--- src/rtl/matrix_mem_ctrl.sv ---
// Matrix operand/result memory: masked synchronous writes, registered reads,
// hardware clear sweep after reset or on request, and a rejected-access error pulse.
module matrix_mem_ctrl #(
    parameter int DATA_W = 256,
    parameter int ELEM_W = 16,
    parameter int DEPTH  = 8,
    localparam int NELEM = DATA_W / ELEM_W,
    localparam int AW    = (DEPTH > 1) ? $clog2(DEPTH) : 1
) (
    input  logic              clk,
    input  logic              reset,
    input  logic [AW-1:0]     addr,
    input  logic              wr_en,
    input  logic [NELEM-1:0]  wr_mask,
    input  logic [DATA_W-1:0] wr_data,
    input  logic              rd_en,
    input  logic              clear,
    output logic [DATA_W-1:0] rd_data,
    output logic              rd_valid,
    output logic              busy,
    output logic              err
);

    // Request/response contract: rd_en/wr_en are sampled on every rising edge with
    // no ready handshake. An accepted read yields rd_valid for exactly one cycle on
    // the following edge with rd_data updated; a rejected request (busy or address
    // out of range) yields a single err pulse instead and changes nothing.

    typedef enum logic {
        IDLE  = 1'b0,
        CLEAR = 1'b1
    } state_t;

    localparam logic [AW:0]   DEPTH_L = (AW + 1)'(DEPTH);
    localparam logic [AW-1:0] LAST    = AW'(DEPTH - 1);

    state_t        state, state_next;
    logic [AW-1:0] cnt, cnt_next;

    logic [DATA_W-1:0] mem [DEPTH];

    logic addr_ok;
    logic idle;
    logic rd_ok;
    logic wr_ok;
    logic req_bad;

    assign addr_ok = ({1'b0, addr} < DEPTH_L);
    assign idle    = (state == IDLE);
    assign rd_ok   = rd_en && idle && addr_ok;
    assign wr_ok   = wr_en && idle && addr_ok;
    assign req_bad = (rd_en || wr_en) && !(idle && addr_ok);
    assign busy    = (state == CLEAR);

    always_comb begin
        state_next = state;
        cnt_next   = cnt;
        case (state)
            IDLE: begin
                if (clear) begin
                    state_next = CLEAR;
                    cnt_next   = '0;
                end
            end
            CLEAR: begin
                // clear requests during a sweep are ignored, never restart it
                if (cnt == LAST) begin
                    state_next = IDLE;
                    cnt_next   = '0;
                end else begin
                    cnt_next = cnt + 1'b1;
                end
            end
            default: begin
                state_next = CLEAR;
                cnt_next   = '0;
            end
        endcase
    end

    always_ff @(posedge clk or posedge reset) begin
        if (reset) begin
            state <= CLEAR;
            cnt   <= '0;
        end else begin
            state <= state_next;
            cnt   <= cnt_next;
        end
    end

    // Storage has no reset; the sweep that follows reset zeroes it.
    always_ff @(posedge clk) begin
        if (state == CLEAR) begin
            mem[cnt] <= '0;
        end else if (wr_ok) begin
            for (int k = 0; k < NELEM; k++) begin
                if (wr_mask[k]) begin
                    mem[addr][k*ELEM_W +: ELEM_W] <= wr_data[k*ELEM_W +: ELEM_W];
                end
            end
        end
    end

    // Nonblocking read of mem gives read-before-write on a same-address collision.
    always_ff @(posedge clk or posedge reset) begin
        if (reset) begin
            rd_data  <= '0;
            rd_valid <= 1'b0;
            err      <= 1'b0;
        end else begin
            rd_valid <= rd_ok;
            err      <= req_bad;
            if (rd_ok) begin
                rd_data <= mem[addr];
            end
        end
    end

endmodule

--- config.mk ---
export PLATFORM = sky130hd
export DESIGN_NAME = matrix_mem_ctrl
export DESIGN_NICKNAME = d
export VERILOG_FILES = /design/src/rtl/matrix_mem_ctrl.sv
export SDC_FILE = /design/constraint.sdc
export NUM_CORES = 2
export LEC_CHECK = 0
export CORE_MARGIN = 2
export CORE_UTILIZATION = 30
export DETAILED_ROUTE_END_ITERATION = 10
export PLACE_DENSITY_LB_ADDON = 0.3
export SYNTH_ARGS = -nofsm -noshare
export SYNTH_HDL_FRONTEND = slang
export SYNTH_SLANG_ARGS = --single-unit
--- constraint.sdc ---
create_clock -name clk -period 8.2 [get_ports clk]
set_clock_uncertainty 0.05 [all_clocks]
set_input_delay 0.82 -clock clk [delete_from_list [all_inputs] [get_ports clk]]
set_output_delay 0.82 -clock clk [all_outputs]
set_load 0.02 [all_outputs]
==> impl_metrics.tcl <==
set metrics [dict create \
    row_count 202 \
    powerDensity_nw_per_um2 340 \
    hp-class "in -> async" \
    holdBufCountCts 0 \
    synth_nets 5424 \
    synth_top_cell_by_area "edfxtp_1" \
    synthTopCellsByArea "edfxtp_1 (67%), dfrtp_1 (7.1%), mux2_2 (5.8%)" \
    synth_cells 5142 \
    cts-resized-gates 0 \
    cts_buffers 245 \
    fin_crit_sh 0.460 \
    status "finished clean" \
    route.vias.total 48615 \
    wire_per_inst_microns 26.4 \
    die_area_sq_um 310000 \
    final_nets 5985 \
    slew_viol_final 0 \
    yosysWarnings 0 \
    drt-pass1-iter-count 6 \
    cp-end-kind "register" \
    peakVddDrop_mv 0.203 \
    drc 0 \
    cts_tree "yes" \
    setup_viol 0 \
    worst_ep_arrival_time_ps 4190 \
    synth-adder-area-share 0.000273 \
    holdWs_ps 298 \
    ant_nets 0 \
    grt_antenna_before_repair 26 \
    ios 539 \
    worstSetupPathType "in -> reg" \
    synth_top_family_by_area "multiplexers" \
    rsz0062_at_grt "no" \
    drv_cap 0 \
    fin_tns_setup_ps 0 \
    relSlewSlack 0.0952 \
    ys_seq_elements 2310 \
    tightest_slew_ps 1360 \
    area.growth.synth_to_final_pct 20.0 \
    grt_overflow 0 \
    synthMuxAreaShare 0.119 \
    hold_violations 0 \
    htreeDepth 4 \
    die_y_microns 557 \
    grt_pass1_wl_microns 368000 \
    synth_compound_area_frac 0.0842 \
    track_usage 0.164 \
    start_util 0.302 \
    first_iter_violations 3433 \
    syn_area_sq_um 91700 \
    wirelength_microns 262000 \
    synth_xor_xnor_area_share 0 \
    netlist.area_leader.share 0.671 \
    grt_pass1_vias 49854 \
    ctsRootBufferMaster "clkbuf_16" \
    synth_edf_count 2048 \
    async_flop_share 0.113 \
    synth_ff_type "edfxtp_1" \
    clkSlewWorstSetupHoldPaths_ps 60 \
    period_needed_ps 3770 \
    cp.required_ps 8620 \
    worstPathMaxFanout 16 \
    via_per_inst 4.91 \
    clk_latency_ps 890 \
    clock_sink_count 2310 \
    power_leakage_nw 38.6 \
    globalplace.congestion 0.730 \
    hpwl_microns 151000 \
    clock.fmax_ghz 0.265 \
    yosys.cell_types.count 34 \
    grt_start_max_net_pins 160 \
    numPortBuffers 538 \
    start_kind "primary input" \
    die_x_microns 557 \
    drive_above_1_share 0.230 \
    synthSimpleGateAreaFrac 0.0310 \
    core_area_sq_um 303000 \
    seq_area_frac_synth 0.742 \
    synth_area_per_cell_sq_um 17.8 \
    post_cts.repair.setup_buffers 0 \
    cts_buffer_depth 4 \
]
-- per-layer routing --
layer	vias up	part of all wire	routed length, microns	global-route usage
li1	21410	-	-	-
met1	25463	0.44	114000	0.221
met2	1347	0.47	124000	0.268
met3	389	0.054	14200	0.0263
met4	6	0.035	9090	0.0582
met5	-	0.00014	36	0
-- cell families after synthesis --
family / after synthesis
AND/OR/NAND/NOR: 567
adder cells (fa/ha/maj): 2
multiplexers: 1024
AO/OA/AOI/OAI: 902
buffers and inverters: 337
flip-flops: 2310
-- placed cells by master (no fill, tap or decap), drive strengths merged --
cell type and n:
nor2b 6, mux2 512, clkinvlp 5, dfstp 1, nand2b 10, mux2i 512, nand2 281, a41oi 1
or3 1, nand3 5, or2 1, edfxtp 2048, nand4 1, a22o 256, clkbuf 324, inv 10
o21ai 131, nor4 4, ha 2, dfrtp 261, o21a 1, nor2 2, o31ai 256, diode 14
clkinv 95, and2 256, bufinv 31, buf 111, o22ai 257, clkdlybuf4s50 537
-- per-stage QoR --
stage	utilization	worst slack, ps	cells	power [mW]	area, sq um
final	0.363	4430	9910	37.4	110000
after global routing	0.363	4350	9908	38.9	110000
after CTS	0.363	4350	9896	37.9	110000
after detailed placement	0.335	3360	9434	26.3	101000
after global placement	0.335	3370	9434	26.1	101000
after floorplan	-	120	5142	22.0	91700
-- registers in the layout, summed over array words and instances, names as in the netlist --
signal    flops
rd_valid      1
err           1
rd_data     256
mem        2048
busy          1
cnt           3
-- synthesized netlist by cell type (3+ instances only) --
master    number
buf_2         61
edfxtp_1    2048
and2_1       256
a22o_1       256
buf_1         26
nand2b_1      10
nand2_1      281
buf_6         37
o31ai_2      254
mux2_2       470
buf_12        22
buf_8          9
nor4_1         4
clkbuf_1     162
o22ai_1      257
buf_4         15
nor2b_1        6
o21ai_0      114
inv_1          3
mux2i_1      512
mux2_1        42
nand3_1        5
dfrtp_1      261
o21ai_1       17
-- power by group --
group | total (mW) | internal (mW) | switching, mW | leakage, nW
Sequential | 17.7 | 16.5 | 1.17 | 22.4
Combinational | 8.22 | 2.87 | 5.35 | 12.0
Clock | 11.5 | 6.80 | 4.72 | 4.15
Total | 37.4 | 26.2 | 11.2 | 38.6
-- path summary, 6_finish.rpt --
check                             startpoint      endpoint  slack (ps)  cells after the start
worst max-delay path                   wr_en    mem[1][24]        4430                      4
worst min-delay path                   reset  rd_data[125]         300                      2
worst max register to register          busy    mem[1][24]        4540                      3
worst min register to register  rd_data[229]  rd_data[229]         430                      2
max in group asynchronous              reset   rd_data[15]        6500                      3
min in group clk                rd_data[229]  rd_data[229]         430                      2
-- worst max-delay path: stages --
cell             delay [ps]
clkdlybuf4s50_1         630
nor2b_4                 940
nand2_1                 570
o21ai_2                1200
-- final cells by class --
class / count / area (sq um)
Fill cell: 28297 / 193000
Sequential cell: 2310 / 68100
Multi-Input combinational cell: 2495 / 22000
Clock buffer: 324 / 6780
Timing Repair Buffer: 648 / 6400
Tap cell: 3978 / 4980
Clock inverter: 138 / 1680
Antenna cell: 14 / 35.0
Inverter: 3 / 18.8
No activity file was read; power rests on OpenSTA's default activity.
